<file path="config.mk">
export PLATFORM = sky130hd
export DESIGN_NAME = operand_issue_flat
export DESIGN_NICKNAME = d
export VERILOG_FILES = /design/src/rtl/operand_issue_if.sv /design/src/rtl/operand_issue.sv /design/src/flat_wrapper.sv
export SDC_FILE = /design/constraint.sdc
export NUM_CORES = 1
export LEC_CHECK = 0
export ABC_CLOCK_PERIOD_IN_PS = 5800
export BUFFER_PORTS_ARGS = -buffer_cell sky130_fd_sc_hd__clkbuf_2
export CAP_MARGIN = 25
export CELL_PAD_IN_SITES_DETAIL_PLACEMENT = 2
export CELL_PAD_IN_SITES_GLOBAL_PLACEMENT = 2
export CORE_AREA = 2 2 314 316
export CTS_BUF_LIST = sky130_fd_sc_hd__clkbuf_2
export DETAILED_ROUTE_END_ITERATION = 10
export DIE_AREA = 0 0 316 318
export MAX_ROUTING_LAYER = met4
export PLACE_DENSITY_LB_ADDON = 0.1
export SLEW_MARGIN = 15
export SYNTH_ARGS = -nofsm -noshare
export SYNTH_HDL_FRONTEND = slang
export SYNTH_SLANG_ARGS = --single-unit
</file>
<file path="constraint.sdc">
create_clock -name clk -period 5.8 [get_ports clk]
set_clock_uncertainty 0.1 [all_clocks]
set_input_delay 0.29 -clock clk [delete_from_list [all_inputs] [get_ports clk]]
set_output_delay 0.29 -clock clk [all_outputs]
set_load 0.01 [all_outputs]
</file>
<file path="src/rtl/operand_issue_if.sv">
// Decode-side and EX-side handshake bundles of the operand issue stage.
interface operand_issue_if #(
    parameter int XLEN = 64,
    parameter int OP_W = 8
);
    // Decode -> issue
    logic            in_valid;
    logic            in_ready;
    logic [OP_W-1:0] in_op;
    logic [XLEN-1:0] in_pc;
    logic [XLEN-1:0] in_imm;
    logic [4:0]      in_rs1_index;
    logic [4:0]      in_rs2_index;
    logic            in_rs1_en;
    logic            in_rs2_en;
    logic [4:0]      in_rd_index;
    logic            in_rd_en;
    logic            in_is_load;

    // Issue -> EX
    logic            out_valid;
    logic            out_ready;
    logic [OP_W-1:0] out_op;
    logic [XLEN-1:0] out_pc;
    logic [XLEN-1:0] out_imm;
    logic [XLEN-1:0] out_rs1_data;
    logic [XLEN-1:0] out_rs2_data;
    logic [4:0]      out_rd_index;
    logic            out_rd_en;
    logic            out_is_load;

    // Environment side: drives decode, consumes EX.
    modport master (
        output in_valid, in_op, in_pc, in_imm, in_rs1_index, in_rs2_index,
               in_rs1_en, in_rs2_en, in_rd_index, in_rd_en, in_is_load,
        input  in_ready,
        input  out_valid, out_op, out_pc, out_imm, out_rs1_data, out_rs2_data,
               out_rd_index, out_rd_en, out_is_load,
        output out_ready
    );

    // Issue stage side.
    modport slave (
        input  in_valid, in_op, in_pc, in_imm, in_rs1_index, in_rs2_index,
               in_rs1_en, in_rs2_en, in_rd_index, in_rd_en, in_is_load,
        output in_ready,
        output out_valid, out_op, out_pc, out_imm, out_rs1_data, out_rs2_data,
               out_rd_index, out_rd_en, out_is_load,
        input  out_ready
    );
endinterface

</file>
<file path="src/rtl/operand_issue.sv">
// Operand fetch / issue stage: register-file read, EX/MEM/WB bypass,
// RAW hazard hold and an EX-bound valid/ready pipeline register.
module operand_issue #(
    parameter int XLEN  = 64,
    parameter int OP_W  = 8,
    parameter int CNT_W = 32
) (
    input  logic             clk,
    input  logic             rst,
    operand_issue_if.slave   io,

    output logic [4:0]       rf_rs1_index,
    output logic [4:0]       rf_rs2_index,
    output logic             rf_rs1_en,
    output logic             rf_rs2_en,
    input  logic [XLEN-1:0]  rf_rs1_data,
    input  logic [XLEN-1:0]  rf_rs2_data,

    input  logic             fwd_ex_valid,
    input  logic [4:0]       fwd_ex_rd_index,
    input  logic [XLEN-1:0]  fwd_ex_data,
    input  logic             fwd_ex_pending,
    input  logic             fwd_mem_valid,
    input  logic [4:0]       fwd_mem_rd_index,
    input  logic [XLEN-1:0]  fwd_mem_data,
    input  logic             fwd_wb_valid,
    input  logic [4:0]       fwd_wb_rd_index,
    input  logic [XLEN-1:0]  fwd_wb_data,

    input  logic             flush,
    output logic [CNT_W-1:0] stall_cnt
);

    // EX-bound register
    logic            out_valid_q,    out_valid_d;
    logic [OP_W-1:0] out_op_q,       out_op_d;
    logic [XLEN-1:0] out_pc_q,       out_pc_d;
    logic [XLEN-1:0] out_imm_q,      out_imm_d;
    logic [XLEN-1:0] out_rs1_data_q, out_rs1_data_d;
    logic [XLEN-1:0] out_rs2_data_q, out_rs2_data_d;
    logic [4:0]      out_rd_index_q, out_rd_index_d;
    logic            out_rd_en_q,    out_rd_en_d;
    logic            out_is_load_q,  out_is_load_d;
    logic [CNT_W-1:0] stall_cnt_q,   stall_cnt_d;

    // Per-source views, element 0 = rs1, element 1 = rs2
    logic [4:0]      src_idx [2];
    logic            src_en  [2];
    logic [XLEN-1:0] src_rf  [2];
    logic [XLEN-1:0] src_val [2];
    logic [1:0]      src_haz;

    logic hazard;
    logic in_ready;
    logic accept;

    assign rf_rs1_index = io.in_rs1_index;
    assign rf_rs2_index = io.in_rs2_index;
    assign rf_rs1_en    = io.in_rs1_en;
    assign rf_rs2_en    = io.in_rs2_en;

    assign src_idx[0] = io.in_rs1_index;
    assign src_idx[1] = io.in_rs2_index;
    assign src_en[0]  = io.in_rs1_en;
    assign src_en[1]  = io.in_rs2_en;
    assign src_rf[0]  = rf_rs1_data;
    assign src_rf[1]  = rf_rs2_data;

    // Bypass select and hazard detect per source. Because the source index
    // is known to be nonzero inside the match terms, a forwarding slot with
    // rd_index 0 can never match. The register file returns the pre-write
    // value during a WB write, so WB must be bypassed explicitly.
    always_comb begin
        for (int s = 0; s < 2; s++) begin
            src_val[s] = '0;
            src_haz[s] = 1'b0;
            if (src_en[s] && (src_idx[s] != 5'd0)) begin
                if (fwd_ex_valid && !fwd_ex_pending && (fwd_ex_rd_index == src_idx[s]))
                    src_val[s] = fwd_ex_data;
                else if (fwd_mem_valid && (fwd_mem_rd_index == src_idx[s]))
                    src_val[s] = fwd_mem_data;
                else if (fwd_wb_valid && (fwd_wb_rd_index == src_idx[s]))
                    src_val[s] = fwd_wb_data;
                else
                    src_val[s] = src_rf[s];

                // The occupant of the EX-bound register has not computed its
                // result yet, even if EX takes it this very cycle.
                src_haz[s] = (out_valid_q && out_rd_en_q && (out_rd_index_q == src_idx[s])) ||
                             (fwd_ex_valid && fwd_ex_pending && (fwd_ex_rd_index == src_idx[s]));
            end
        end
    end

    assign hazard      = |src_haz;
    assign in_ready    = !flush && !hazard && (!out_valid_q || io.out_ready);
    assign accept      = io.in_valid && in_ready;
    assign io.in_ready = in_ready;

    // Next-state of the EX-bound register and the stall counter
    always_comb begin
        out_valid_d    = out_valid_q;
        out_op_d       = out_op_q;
        out_pc_d       = out_pc_q;
        out_imm_d      = out_imm_q;
        out_rs1_data_d = out_rs1_data_q;
        out_rs2_data_d = out_rs2_data_q;
        out_rd_index_d = out_rd_index_q;
        out_rd_en_d    = out_rd_en_q;
        out_is_load_d  = out_is_load_q;
        stall_cnt_d    = stall_cnt_q;

        if (io.in_valid && hazard && !flush)
            stall_cnt_d = stall_cnt_q + CNT_W'(1);

        if (flush) begin
            out_valid_d = 1'b0;
        end else if (!out_valid_q || io.out_ready) begin
            out_valid_d = accept;
            if (accept) begin
                out_op_d       = io.in_op;
                out_pc_d       = io.in_pc;
                out_imm_d      = io.in_imm;
                out_rs1_data_d = src_val[0];
                out_rs2_data_d = src_val[1];
                out_rd_index_d = io.in_rd_index;
                out_rd_en_d    = io.in_rd_en;
                out_is_load_d  = io.in_is_load;
            end
        end
    end

    // State registers with synchronous reset
    always_ff @(posedge clk) begin
        if (rst) begin
            out_valid_q    <= 1'b0;
            out_op_q       <= '0;
            out_pc_q       <= '0;
            out_imm_q      <= '0;
            out_rs1_data_q <= '0;
            out_rs2_data_q <= '0;
            out_rd_index_q <= '0;
            out_rd_en_q    <= 1'b0;
            out_is_load_q  <= 1'b0;
            stall_cnt_q    <= '0;
        end else begin
            out_valid_q    <= out_valid_d;
            out_op_q       <= out_op_d;
            out_pc_q       <= out_pc_d;
            out_imm_q      <= out_imm_d;
            out_rs1_data_q <= out_rs1_data_d;
            out_rs2_data_q <= out_rs2_data_d;
            out_rd_index_q <= out_rd_index_d;
            out_rd_en_q    <= out_rd_en_d;
            out_is_load_q  <= out_is_load_d;
            stall_cnt_q    <= stall_cnt_d;
        end
    end

    assign io.out_valid    = out_valid_q;
    assign io.out_op       = out_op_q;
    assign io.out_pc       = out_pc_q;
    assign io.out_imm      = out_imm_q;
    assign io.out_rs1_data = out_rs1_data_q;
    assign io.out_rs2_data = out_rs2_data_q;
    assign io.out_rd_index = out_rd_index_q;
    assign io.out_rd_en    = out_rd_en_q;
    assign io.out_is_load  = out_is_load_q;
    assign stall_cnt       = stall_cnt_q;

endmodule

</file>
<file path="src/flat_wrapper.sv">
// flat-port wrapper written by rule: the top's interface ports become plain ports
module operand_issue_flat 
#(
    parameter int XLEN  = 64,
    parameter int OP_W  = 8,
    parameter int CNT_W = 32
)
  (clk, rst, rf_rs1_index, rf_rs2_index, rf_rs1_en, rf_rs2_en, rf_rs1_data, rf_rs2_data, fwd_ex_valid, fwd_ex_rd_index, fwd_ex_data, fwd_ex_pending, fwd_mem_valid, fwd_mem_rd_index, fwd_mem_data, fwd_wb_valid, fwd_wb_rd_index, fwd_wb_data, flush, stall_cnt, io_in_valid, io_in_op, io_in_pc, io_in_imm, io_in_rs1_index, io_in_rs2_index, io_in_rs1_en, io_in_rs2_en, io_in_rd_index, io_in_rd_en, io_in_is_load, io_in_ready, io_out_valid, io_out_op, io_out_pc, io_out_imm, io_out_rs1_data, io_out_rs2_data, io_out_rd_index, io_out_rd_en, io_out_is_load, io_out_ready);
  operand_issue_if #(.XLEN(XLEN), .OP_W(OP_W)) io_i ();
  input  logic clk;
  input  logic rst;
  output logic [4:0] rf_rs1_index;
  output logic [4:0] rf_rs2_index;
  output logic rf_rs1_en;
  output logic rf_rs2_en;
  input  logic [XLEN-1:0] rf_rs1_data;
  input  logic [XLEN-1:0] rf_rs2_data;
  input  logic fwd_ex_valid;
  input  logic [4:0] fwd_ex_rd_index;
  input  logic [XLEN-1:0] fwd_ex_data;
  input  logic fwd_ex_pending;
  input  logic fwd_mem_valid;
  input  logic [4:0] fwd_mem_rd_index;
  input  logic [XLEN-1:0] fwd_mem_data;
  input  logic fwd_wb_valid;
  input  logic [4:0] fwd_wb_rd_index;
  input  logic [XLEN-1:0] fwd_wb_data;
  input  logic flush;
  output logic [CNT_W-1:0] stall_cnt;
  input wire logic [$bits(io_i.in_valid)-1:0] io_in_valid;
  input wire logic [$bits(io_i.in_op)-1:0] io_in_op;
  input wire logic [$bits(io_i.in_pc)-1:0] io_in_pc;
  input wire logic [$bits(io_i.in_imm)-1:0] io_in_imm;
  input wire logic [$bits(io_i.in_rs1_index)-1:0] io_in_rs1_index;
  input wire logic [$bits(io_i.in_rs2_index)-1:0] io_in_rs2_index;
  input wire logic [$bits(io_i.in_rs1_en)-1:0] io_in_rs1_en;
  input wire logic [$bits(io_i.in_rs2_en)-1:0] io_in_rs2_en;
  input wire logic [$bits(io_i.in_rd_index)-1:0] io_in_rd_index;
  input wire logic [$bits(io_i.in_rd_en)-1:0] io_in_rd_en;
  input wire logic [$bits(io_i.in_is_load)-1:0] io_in_is_load;
  output wire logic [$bits(io_i.in_ready)-1:0] io_in_ready;
  output wire logic [$bits(io_i.out_valid)-1:0] io_out_valid;
  output wire logic [$bits(io_i.out_op)-1:0] io_out_op;
  output wire logic [$bits(io_i.out_pc)-1:0] io_out_pc;
  output wire logic [$bits(io_i.out_imm)-1:0] io_out_imm;
  output wire logic [$bits(io_i.out_rs1_data)-1:0] io_out_rs1_data;
  output wire logic [$bits(io_i.out_rs2_data)-1:0] io_out_rs2_data;
  output wire logic [$bits(io_i.out_rd_index)-1:0] io_out_rd_index;
  output wire logic [$bits(io_i.out_rd_en)-1:0] io_out_rd_en;
  output wire logic [$bits(io_i.out_is_load)-1:0] io_out_is_load;
  input wire logic [$bits(io_i.out_ready)-1:0] io_out_ready;
  assign io_i.in_valid = io_in_valid;
  assign io_i.in_op = io_in_op;
  assign io_i.in_pc = io_in_pc;
  assign io_i.in_imm = io_in_imm;
  assign io_i.in_rs1_index = io_in_rs1_index;
  assign io_i.in_rs2_index = io_in_rs2_index;
  assign io_i.in_rs1_en = io_in_rs1_en;
  assign io_i.in_rs2_en = io_in_rs2_en;
  assign io_i.in_rd_index = io_in_rd_index;
  assign io_i.in_rd_en = io_in_rd_en;
  assign io_i.in_is_load = io_in_is_load;
  assign io_in_ready = io_i.in_ready;
  assign io_out_valid = io_i.out_valid;
  assign io_out_op = io_i.out_op;
  assign io_out_pc = io_i.out_pc;
  assign io_out_imm = io_i.out_imm;
  assign io_out_rs1_data = io_i.out_rs1_data;
  assign io_out_rs2_data = io_i.out_rs2_data;
  assign io_out_rd_index = io_i.out_rd_index;
  assign io_out_rd_en = io_i.out_rd_en;
  assign io_out_is_load = io_i.out_is_load;
  assign io_i.out_ready = io_out_ready;
  operand_issue #(.XLEN(XLEN), .OP_W(OP_W), .CNT_W(CNT_W)) u_core (.clk(clk), .rst(rst), .io(io_i), .rf_rs1_index(rf_rs1_index), .rf_rs2_index(rf_rs2_index), .rf_rs1_en(rf_rs1_en), .rf_rs2_en(rf_rs2_en), .rf_rs1_data(rf_rs1_data), .rf_rs2_data(rf_rs2_data), .fwd_ex_valid(fwd_ex_valid), .fwd_ex_rd_index(fwd_ex_rd_index), .fwd_ex_data(fwd_ex_data), .fwd_ex_pending(fwd_ex_pending), .fwd_mem_valid(fwd_mem_valid), .fwd_mem_rd_index(fwd_mem_rd_index), .fwd_mem_data(fwd_mem_data), .fwd_wb_valid(fwd_wb_valid), .fwd_wb_rd_index(fwd_wb_rd_index), .fwd_wb_data(fwd_wb_data), .flush(flush), .stall_cnt(stall_cnt));
endmodule
</file>
==> impl_metrics.json, run 1 <==
{
  "outcome": "stopped before the end",
  "haltStage": "4_1_cts",
  "stop_error": "[ERROR RSZ-0060] Max buffer count reached.",
  "synth_top_area_share": 0.414,
  "synth-seq-cells": 304,
  "synth_compound_area_frac": 0.374,
  "syn_area_um2": 14700,
  "dpl_cell_area_um2": 19800,
  "cts_buffers": 106,
  "ios": 816,
  "start_util": 0.151,
  "synth_simple_gate_area_share": 0.118,
  "root_buffer": "clkbuf_2",
  "cts_setup_buffers": 0,
  "die-height_um": 318,
  "dpl.cell_count": 3736,
  "ys_types": 46,
  "routabilityCongestion": 0.833,
  "yosys-mux-area-fraction": 0.00145,
  "cts_max_level": 3,
  "synthAdderAreaFrac": 0.000851,
  "io_buffers": 815,
  "yosysSeqAreaShare": 0.414,
  "yosysWarnings": 0,
  "synth.area.top_cells": "dfxtp_1 41%, a21oi_1 15%, nand2_1 7.9%",
  "synth_nets": 2324,
  "die_w_um": 316,
  "row_count": 115,
  "synth_top_family_by_area": "compound AO/OA/AOI/OAI gates",
  "clock_sinks": 304,
  "cts-resized-gates": 0,
  "synth_top_area_cell": "dfxtp_1",
  "synthCells": 1824,
  "cts_buffer_depth": 3,
  "synth-xor-area-share": 0.0238,
  "hpwl_um": 78900,
  "cts_hold_buffers": 789,
  "avgSynthCellArea_um2": 8.06
}
[synth_stat cells, drive strengths merged]
| library cell | count |
|---|---|
| or4b | 4 |
| o21ba | 1 |
| mux2i | 1 |
| a21oi | 429 |
| clkbuf | 132 |
| and4 | 1 |
| or4 | 19 |
| o211ai | 1 |
| and2b | 1 |
| o31ai | 17 |
| nor4b | 1 |
| nor2b | 1 |
| nor4 | 3 |
| nor2 | 14 |
| and3 | 4 |
| nand2 | 308 |
| mux2 | 1 |
| xor2 | 25 |
| ha | 1 |
| xnor2 | 15 |
| dfxtp | 304 |
| or3 | 11 |
| inv | 10 |
| o2111ai | 1 |
| nand4 | 6 |
| and2 | 3 |
| o22ai | 128 |
| o21ai | 13 |
| buf | 85 |
| o21a | 2 |
| o2bb2ai | 128 |
| nand2b | 3 |
| nand3 | 14 |
| a32oi | 128 |
| nor3 | 4 |
| a2111oi | 1 |
| o2111a | 1 |
| a211oi | 1 |
| or2 | 2 |
[per-stage QoR]
stage | utilization | setup slack (ps)
after floorplan | - | 3390
after global placement | 0.203 | 2200
after detailed placement | 0.203 | 2060
[logic make-up after synthesis]
family | Yosys count
mux | 2
flops | 304
xor+xnor | 40
fa+ha+maj | 1
simple gates | 399
buf+inv | 227
compound gates | 851
==> run 2: changes to the inputs <==
--- a/config.mk
+++ b/config.mk
@@ -8,14 +8,10 @@
 export ABC_CLOCK_PERIOD_IN_PS = 5800
 export BUFFER_PORTS_ARGS = -buffer_cell sky130_fd_sc_hd__clkbuf_2
 export CAP_MARGIN = 25
-export CELL_PAD_IN_SITES_DETAIL_PLACEMENT = 2
-export CELL_PAD_IN_SITES_GLOBAL_PLACEMENT = 2
-export CORE_AREA = 2 2 314 316
-export CTS_BUF_LIST = sky130_fd_sc_hd__clkbuf_2
+export CORE_AREA = 2 2 313 315
 export DETAILED_ROUTE_END_ITERATION = 10
-export DIE_AREA = 0 0 316 318
-export MAX_ROUTING_LAYER = met4
-export PLACE_DENSITY_LB_ADDON = 0.1
+export DIE_AREA = 0 0 315 317
+export PLACE_DENSITY_LB_ADDON = 0.15
 export SLEW_MARGIN = 15
 export SYNTH_ARGS = -nofsm -noshare
 export SYNTH_HDL_FRONTEND = slang
==> run 2 against run 1 <==
  * The run now ends clean
  * Synthesized area is the same
  * Synthesized cell count did not move
==> impl_metrics.json, run 2 <==
{
  "outcome": "completed",
  "cp_data_required_time_ps": 6140,
  "synth_top_area_share": 0.414,
  "syn_area_um2": 14700,
  "synth.area.top_cells": "dfxtp_1 41%, a21oi_1 15%, nand2_1 7.9%",
  "cts_buffers": 42,
  "r2r_setup_slack_ps": 2570,
  "antenna_found_initial": 20,
  "maxCapViolCount": 0,
  "grt_pass1_wl_um": 126000,
  "synth_top_area_cell": "dfxtp_1",
  "synthArstFlopShare": 0,
  "drcViolationCount": 0,
  "ant_nets": 0,
  "final_layout_size_suffix_gt1_frac": 0.341,
  "avgSynthCellArea_um2": 8.06,
  "fin_nets": 3199,
  "routabilityCongestion": 0.880,
  "routed_wirelength_um": 88900,
  "die_w_um": 315,
  "cts_setup_buffers": 0,
  "detail_route.vias_per_cell": 4.64,
  "yosysSeqAreaShare": 0.414,
  "layout_common_cells": "813 x clkbuf_2, 427 x a21oi_1, 306 x nand2_1, 304 x dfxtp_1, 210 x dlygate4sd3_1",
  "p_per_area_nw_per_um2": 249,
  "grt_max_degree": 145,
  "start_util": 0.153,
  "r2r_end": "u_core.io.out_valid$_SDFFE_PP0N_",
  "crit_type": "primary input to register",
  "r2r_start": "u_core.io.out_rd_index[0]$_SDFFE_PP0P_",
  "min-delay-start": "rf_rs1_data[63]",
  "holdPathEnd": "u_core.io.out_rs1_data[63]$_SDFFE_PP0P_",
  "finalSetupViolations": 0,
  "ios": 816,
  "synthToLayoutAreaGrowth_pct": 58.4,
  "drt_iter0_drc": 1273,
  "min-delay-path-class": "primary input to register",
  "yosys-top-cells-count": "427 x a21oi_1, 308 x nand2_1, 304 x dfxtp_1",
  "hold_violations": 0,
  "synth-seq-cells": 304,
  "synth_edf_count": 0,
  "period_minus_slack_ps": 3430,
  "row_count": 114,
  "cts_max_level": 2,
  "hpwl_um": 63500,
  "fmax_ghz": 0.292,
  "clkTransAtPathRegs_ps": 60,
  "rsz0062_at_grt": "no",
  "clock_latency_ps": 580,
  "worst_setup_path_end_kind": "register",
  "p_leak_uw": 0.00957,
  "die_area_um2": 99900,
  "vias": 18700,
  "start_kind": "primary input",
  "cts_buffer_depth": 3,
  "cp_max_fo": 38,
  "worst_slew_pin_slew_ps": 1130,
  "dpl.cell_count": 3718,
  "drv_slew": 0,
  "fin_cells": 4018,
  "crit_path_start": "io_in_rs1_index[0]",
  "grt_pass1_vias": 18400,
  "dpl_cell_area_um2": 19700,
  "die-height_um": 317,
  "max_slew_margin": 0.244,
  "drtPass1Iterations": 5,
  "clock_sinks": 304,
  "globalRouteOverflowTotal": 0,
  "tns_ps": 0,
  "yosysWarnings": 0,
  "critical_path_arrival_ps": 3770,
  "root_buffer": "clkbuf_16",
  "io_buffers": 815,
  "synthCells": 1824,
  "placeableCoreArea_um2": 96300,
  "grt_use_total": 0.166,
  "cts_tree": "done",
  "ir_drop_mv": 0.167,
  "synth_most_common_cell": "a21oi_1",
  "wire_per_inst_um": 22.1,
  "final_area_um2": 23300,
  "synth_ff_type": "dfxtp_1",
  "min_period_over_period": 0.591,
  "synth_nets": 2324,
  "final_common_cell": "clkbuf_2",
  "min_path_cells": 5,
  "ys_types": 46,
  "reg2reg_depth": 8
}
## run 2: cell counts after synthesis
Identical to the previous run, type by type.
## run 2: cell families (layout without fill, tap and decap cells)
kind of cell               Yosys count  count (layout)  synth area share
AOI/OAI and AO/OA                  851             851             0.374
other                                0              11                 0
muxes                                2               2           0.00145
xor gates and xnor gates            40              40            0.0238
adders and majority gates            1               1          0.000851
DFF                                304             304             0.414
buffers and inverters              227            1134            0.0685
and+or+nand+nor                    399             399             0.118
## run 2: worst max-delay path, cell delays in order
cell	delay (ps)
clkbuf_2	270
xor2_1	230
nor4_1	800
nand3_4	640
buf_4	480
o22ai_1	180
a21oi_1	60
a21oi_1	120
dlygate4sd3_1	570
o2bb2ai_1	50
## run 2: timing repair
action,in CTS,in global routing
hold buffers,210,0
hold endpoints to repair,270,0
gates resized for setup,0,0
setup endpoints to repair,0,0
## run 2: per-stage QoR
step,hold slack (ps),power (uW),worst slack (ps),utilization
detailed placement,347,3090,1930,0.205
global route,50.8,6080,2260,0.242
CTS,1.32,5920,2400,0.241
global placement,342,3090,1930,0.205
floorplan,268,2650,3390,-
finish,57.0,5800,2370,0.242
## run 2: how the worst max path moves through the flow
stage / to / depth (start not counted)
floorplan: u_core.stall_cnt[31]$_SDFFE_PP0P_ / 8
global placement: u_core.io.out_rs2_data[4]$_SDFFE_PP0P_ / 9
detailed placement: u_core.io.out_rs2_data[15]$_SDFFE_PP0P_ / 9
CTS: u_core.io.out_valid$_SDFFE_PP0N_ / 8
global route: u_core.io.out_rs1_data[38]$_SDFFE_PP0P_ / 10
finish: u_core.io.out_rs1_data[38]$_SDFFE_PP0P_ / 10
## run 2: metal layers
metal / part of all wire / vias up / global-route usage / routed length, um
met1: 0.41 / 8946 / 0.201 / 36100
li1: - / 8623 / - / -
met3: 0.087 / 137 / 0.0481 / 7740
met2: 0.47 / 944 / 0.278 / 42100
met5: 0.00075 / - / 0 / 67
met4: 0.032 / 10 / 0.0639 / 2870
## run 2: power by group
group / switching (uW) / internal (uW)
combinational: 533 / 419
clock: 1060 / 1570
sequential: 47.8 / 2170
total: 1640 / 4160
## run 2: area by class of cell
class / instances / area [um^2]
Clock inverter: 7 / 35.0
Antenna cell: 11 / 27.5
Fill cell: 10800 / 73000
Inverter: 10 / 37.5
Timing Repair Buffer: 1048 / 6440
Multi-Input combinational cell: 1293 / 7700
Sequential cell: 304 / 6090
Clock buffer: 69 / 1350
Tap cell: 1276 / 1600
Note: power is estimated with default switching activity, not from simulation.
==> run 3: changes to the inputs <==
--- a/config.mk
+++ b/config.mk
@@ -5,7 +5,7 @@
 export SDC_FILE = /design/constraint.sdc
 export NUM_CORES = 1
 export LEC_CHECK = 0
-export ABC_CLOCK_PERIOD_IN_PS = 5800
+export ABC_CLOCK_PERIOD_IN_PS = 3300
 export BUFFER_PORTS_ARGS = -buffer_cell sky130_fd_sc_hd__clkbuf_2
 export CAP_MARGIN = 25
 export CORE_AREA = 2 2 313 315
==> constraint.sdc (replaced) <==
create_clock -name clk -period 3.3 [get_ports clk]
set_clock_uncertainty 0.1 [all_clocks]
set_input_delay 0.165 -clock clk [delete_from_list [all_inputs] [get_ports clk]]
set_output_delay 0.165 -clock clk [all_outputs]
set_load 0.01 [all_outputs]
==> run 3 against run 2 <==
  * Clock power up 68%
  * First-iteration DRC count down 7.5%
  * Cell area up 9.9%
  * Register-to-register slack worse by 2100 ps
  * Non-clock buffer count up 232
  * Sequential cell count unchanged
  * Via count up 3.9%
  * Utilization up 2.4 points
  * Largest power group unchanged
  * Highest routed layer unchanged
==> impl_metrics.json, run 3 (synthesized netlist as in run 2, its figures left out) <==
{
  "outcome": "completed",
  "cts_buffer_depth": 3,
  "min_period_over_period": 0.962,
  "p_int_uw": 7380,
  "die_w_um": 315,
  "drcViolationCount": 0,
  "synthToLayoutAreaGrowth_pct": 74.0,
  "regArea_um2": 6090,
  "tns_ps": 0,
  "ir_drop_mv": 0.351,
  "clkTransAtPathRegs_ps": 60,
  "row_count": 114,
  "p_per_area_nw_per_um2": 403,
  "antenna_found_initial": 25,
  "ios": 816,
  "grt_max_degree": 179,
  "period_minus_slack_ps": 3180,
  "clock_sinks": 304,
  "vias": 19400,
  "cts_tree": "done",
  "power_frac_comb": 0.193,
  "maxCapViolCount": 0,
  "placeableCoreArea_um2": 96300,
  "cp_data_required_time_ps": 3710,
  "fillCellCount": 10600,
  "drv_slew": 0,
  "rsz0062_at_grt": "no",
  "critical_path_arrival_ps": 3580,
  "final_layout_size_suffix_gt1_frac": 0.327,
  "finalSetupViolations": 0,
  "start_kind": "primary input",
  "cts_buffers": 41,
  "routed_wirelength_um": 91300,
  "io_buffers": 815,
  "multi_input_area_um2": 7710,
  "grt_use_total": 0.169,
  "die-height_um": 317,
  "drtPass1Iterations": 5,
  "p_switching_uw": 2920,
  "max_slew_margin": 0.257,
  "die_area_um2": 99900,
  "pre_cts_slack_ps": 445,
  "grt_pass1_wl_um": 128000,
  "seqPwrFrac": 0.378,
  "fmax_ghz": 0.315,
  "drt_iter0_drc": 1177,
  "final_common_cell": "clkbuf_2",
  "min-delay-path-class": "primary input to register",
  "globalRouteOverflowTotal": 0,
  "cts_max_level": 2,
  "hpwl_um": 66400,
  "p_leak_uw": 0.0106,
  "p_clk_frac": 0.429,
  "crit_type": "primary input to register",
  "setup_slack_ps": 125,
  "ant_nets": 0,
  "root_buffer": "clkbuf_16",
  "p_sw_frac": 0.283,
  "layout_common_cells": "812 x clkbuf_2, 427 x a21oi_1, 403 x dlygate4sd3_1, 306 x nand2_1, 304 x dfxtp_1",
  "routabilityCongestion": 0.870,
  "worst_setup_path_end_kind": "register",
  "start_util": 0.153,
  "cp_max_fo": 21,
  "detail_route.vias_per_cell": 4.57,
  "clock_latency_ps": 590,
  "grt_pass1_vias": 19500,
  "hold_violations": 0,
  "worst_slew_pin_slew_ps": 1110,
  "fin_nets": 3431,
  "wire_per_inst_um": 21.5
}
## run 3: cell count changes in the layout (fill, tap and decap cells not counted), moves of 2 or more
cell,delta
dlygate4sd3_1,+193
buf_4,+27
buf_12,+13
clkbuf_1,-6
clkbuf_8,-5
clkbuf_16,-3
bufinv_16,+2
inv_6,+2
## run 3: critical path: stages
cell and delay, ps:
clkbuf_2 220, xnor2_1 250, o2111a_1 280, and2_2 690, buf_4 290, a32oi_1 110
dlygate4sd3_1 600, a21oi_1 150, dlygate4sd3_1 570, a21oi_1 60, o2bb2ai_1 140
## run 3: worst paths after layout
path                                            endpoint                                   start  slack [ps]  depth (start not counted)
setup / recovery  u_core.io.out_rs1_data[3]$_SDFFE_PP0P_                      io_in_rs1_index[0]         120                         11
hold / removal    u_core.io.out_rd_index[3]$_SDFFE_PP0P_                                     rst         0.4                          3
setup reg to reg        u_core.io.out_valid$_SDFFE_PP0N_  u_core.io.out_rd_index[4]$_SDFFE_PP0P_         500                          7
hold reg to reg        u_core.io.out_pc[19]$_SDFFE_PP0P_       u_core.io.out_pc[19]$_SDFFE_PP0P_         350                          2
## run 3: power groups by stage
stage | Clock (uW) | Sequential [uW] | Combinational [uW]
finish | 4420 | 3890 | 1990
global route | 4730 | 3910 | 2150
CTS | 4610 | 3890 | 1970
detailed placement | 0 | 3970 | 1520
global placement | 0 | 3970 | 1520
floorplan | 0 | 4020 | 632
## run 3: through the flow
stage                     total power [uW]  instance area (um^2)   util  hold WS [ps]  std cells
after floorplan                       4650                 14700      -           143       1824
after global placement                5480                 20200  0.210           288       3758
after detailed placement              5490                 20200  0.210           293       3758
after CTS                            10500                 25500  0.265          5.46       4226
after global routing                 10800                 25600  0.266          36.6       4235
final                                10300                 25600  0.266         0.424       4239
## run 3: routing by layer
layer / vias up / part of all wire / GRT usage
met5: - / 0.00073 / 0
met4: 10 / 0.034 / 0.0675
met3: 159 / 0.087 / 0.0510
met2: 933 / 0.48 / 0.291
met1: 9214 / 0.39 / 0.196
li1: 9076 / - / -
## run 3: area by class of cell
cell class | count | area share
Timing Repair Buffer | 1280 | 0.345
Sequential cell | 304 | 0.238
Clock inverter | 11 | 0.00499
Antenna cell | 10 | 0.000978
Multi-Input combinational cell | 1294 | 0.302
Tap cell | 1276 | 0.0624
Clock buffer | 54 | 0.0452
Inverter | 10 | 0.00147
## run 3: timing repair
action	CTS	global route
buffers inserted	0	1
hold buffers	403	0
endpoints found under the setup margin	0	12
gates resized for setup	0	3
hold endpoints to repair	272	0
==> run 4: changes to the inputs <==
--- a/config.mk
+++ b/config.mk
@@ -9,9 +9,10 @@
 export BUFFER_PORTS_ARGS = -buffer_cell sky130_fd_sc_hd__clkbuf_2
 export CAP_MARGIN = 25
 export CORE_AREA = 2 2 313 315
+export CTS_CLUSTER_SIZE = 30
 export DETAILED_ROUTE_END_ITERATION = 10
 export DIE_AREA = 0 0 315 317
-export PLACE_DENSITY_LB_ADDON = 0.15
+export PLACE_DENSITY_LB_ADDON = 0.1
 export SLEW_MARGIN = 15
 export SYNTH_ARGS = -nofsm -noshare
 export SYNTH_HDL_FRONTEND = slang
==> run 4 against run 3 <==
  * The flow now finishes with violations (negative hold slack)
  * Non-clock buffer count shrank 6
  * Cell area up 0.98%
  * Largest power group unchanged
  * Via count is 0.23% higher
  * Combinational power about the same
  * Critical endpoint is now u_core.io.out_rs1_data[54]$_SDFFE_PP0P_
  * Setup slack improved by 22 ps
==> impl_metrics.json, run 4 (synthesized netlist as in run 2, its figures left out) <==
{
  "drcViolationCount": 0,
  "placeableCoreArea_um2": 96300,
  "reg2reg_depth": 8,
  "r2r_setup_slack_ps": 190,
  "violations": "negative hold slack",
  "cts_tree": "done",
  "final_layout_size_suffix_gt1_frac": 0.325,
  "drtPass1Iterations": 5,
  "r2r_start": "u_core.io.out_rd_index[1]$_SDFFE_PP0P_",
  "cp_num_buf_inv": 2,
  "cts_buffer_depth": 3,
  "outcome": "finished with violations",
  "cp_data_required_time_ps": 3650,
  "drv_slew": 0,
  "crit_type": "primary input to register",
  "ir_drop_mv": 0.350,
  "p_leak_uw": 0.0107,
  "hold_ws_ps": -17.8,
  "p_per_area_nw_per_um2": 428,
  "r2r_end": "u_core.io.out_valid$_SDFFE_PP0N_",
  "fin_nets": 3430,
  "clock_latency_ps": 590,
  "cts_setup_buffers": 0,
  "ant_nets": 0,
  "grt_pass1_vias": 19100,
  "vias": 19400,
  "min-delay-path-class": "primary input to register",
  "start_kind": "primary input",
  "clock_sinks": 304,
  "ios": 816,
  "critical_path_arrival_ps": 3500,
  "wire_per_inst_um": 22.6,
  "synthToLayoutAreaGrowth_pct": 75.7,
  "crit_top_cell": "a21oi_1",
  "globalRouteOverflowTotal": 0,
  "period_minus_slack_ps": 3150,
  "root_buffer": "clkbuf_16",
  "dpl_cell_area_um2": 20000,
  "detail_route.vias_per_cell": 4.57,
  "final_common_cell": "clkbuf_2",
  "slowest_stage": "nand3_2",
  "crit_chain": "clkbuf_2 -> xor2_1 -> a21oi_2 -> nand3_2 -> a32oi_1 -> a21oi_1 -> a21oi_1 -> dlygate4sd3_1 -> o2bb2ai_1",
  "grt_max_degree": 178,
  "clkTransAtPathRegs_ps": 50,
  "cp-endpoint": "u_core.io.out_rs1_data[54]$_SDFFE_PP0P_",
  "finalSetupViolations": 0,
  "cts_buffers": 44,
  "start_util": 0.153,
  "max_slew_margin": 0.241,
  "worstSetupPathDepth": 9,
  "maxCapViolCount": 0,
  "die_area_um2": 99900,
  "worst_slew_pin_slew_ps": 1140,
  "final_area_um2": 25800,
  "grt_pass1_wl_um": 131000,
  "cpPeakStageDelay_ps": 870,
  "routabilityCongestion": 0.858,
  "min_period_over_period": 0.956,
  "die-height_um": 317,
  "die_w_um": 315,
  "fin_util": 0.268,
  "grt_use_total": 0.177,
  "row_count": 114,
  "antenna_found_initial": 33,
  "fmax_ghz": 0.317,
  "crit_family": "compound AO/OA/AOI/OAI gates",
  "layout_common_cells": "813 x clkbuf_2, 426 x a21oi_1, 416 x dlygate4sd3_1, 306 x nand2_1, 304 x dfxtp_1",
  "cts_max_level": 2,
  "fin_cells": 4252,
  "dpl.cell_count": 3740,
  "worst_setup_path_end_kind": "register",
  "hold_violations": 1,
  "routed_wirelength_um": 96100,
  "crit_path_start": "io_in_rs1_index[2]",
  "drt_iter0_drc": 1143,
  "cp_max_fo": 23,
  "io_buffers": 815,
  "hpwl_um": 69100
}
[run 4: cell count changes in the layout (fill, tap and decap cells not counted), sizes merged]
cell and delta:
buf -18, dlygate4sd3 +13, clkbuf +11, bufinv +3, clkinv +3, inv -3
clkinvlp +1, diode +1, nand3 +1, or3 +1
[run 4: where the power goes]
group          switching (uW)  internal, uW
combinational            1030           977
sequential               80.7          3810
clock                    1960          3210
[run 4: final cells by class]
cell class	instances	area (um^2)
antenna	11	27.5
clock buffer	66	1350
clock inverter	15	239
fill	10700	70500
inverter	10	37.5
multi-input combinational	1296	7740
sequential	304	6090
tap	1276	1600
timing repair buffer	1274	8760
[run 4: metal layers]
layer	vias up	part of all wire	wire length (um)	track usage
met5	-	0.0024	227	0
met1	9209	0.39	37700	0.202
met2	928	0.46	44100	0.286
met3	179	0.11	10400	0.0784
li1	9085	-	-	-
met4	36	0.038	3680	0.0725
[run 4: repair_timing]
| action | 4_1_cts | 5_1_grt |
|---|---|---|
| resized for setup | 0 | 2 |
| hold buffers | 416 | 0 |
| endpoints found under the setup margin | 0 | 2 |
| endpoints found under the hold margin | 272 | 0 |
[run 4: how the worst min path moves through the flow]
stage            startpoint  cells past startpoint                                 endpoint
2_1_floorplan         flush                      1         u_core.io.out_valid$_SDFFE_PP0N_
3_3_place_gp   io_in_imm[2]                      3        u_core.io.out_imm[2]$_SDFFE_PP0P_
3_5_place_dp   io_in_pc[48]                      3        u_core.io.out_pc[48]$_SDFFE_PP0P_
4_1_cts                 rst                      4  u_core.io.out_rs2_data[20]$_SDFFE_PP0P_
5_1_grt                 rst                      4  u_core.io.out_rs2_data[20]$_SDFFE_PP0P_
6_report                rst                      3        u_core.stall_cnt[21]$_SDFFE_PP0P_
[run 4: worst reg2reg max path, stage by stage, from the launching register on]
cell and delay (ps):
dfxtp_1 430, xnor2_1 150, nand4_1 120, or3_4 420, a21oi_4 360, or3_4 390
buf_4 320, a211oi_1 120, dlygate4sd3_1 590
[run 4: per-stage QoR]
stage | setup slack [ps] | power [uW] | setup TNS, ps
after floorplan | 886 | 4650 | 0
after global placement | 467 | 5490 | 0
after detailed placement | 450 | 5490 | 0
after CTS | 74.3 | 11300 | 0
after global routing | -2.78 | 11600 | -2.78
final | 147 | 11100 | 0
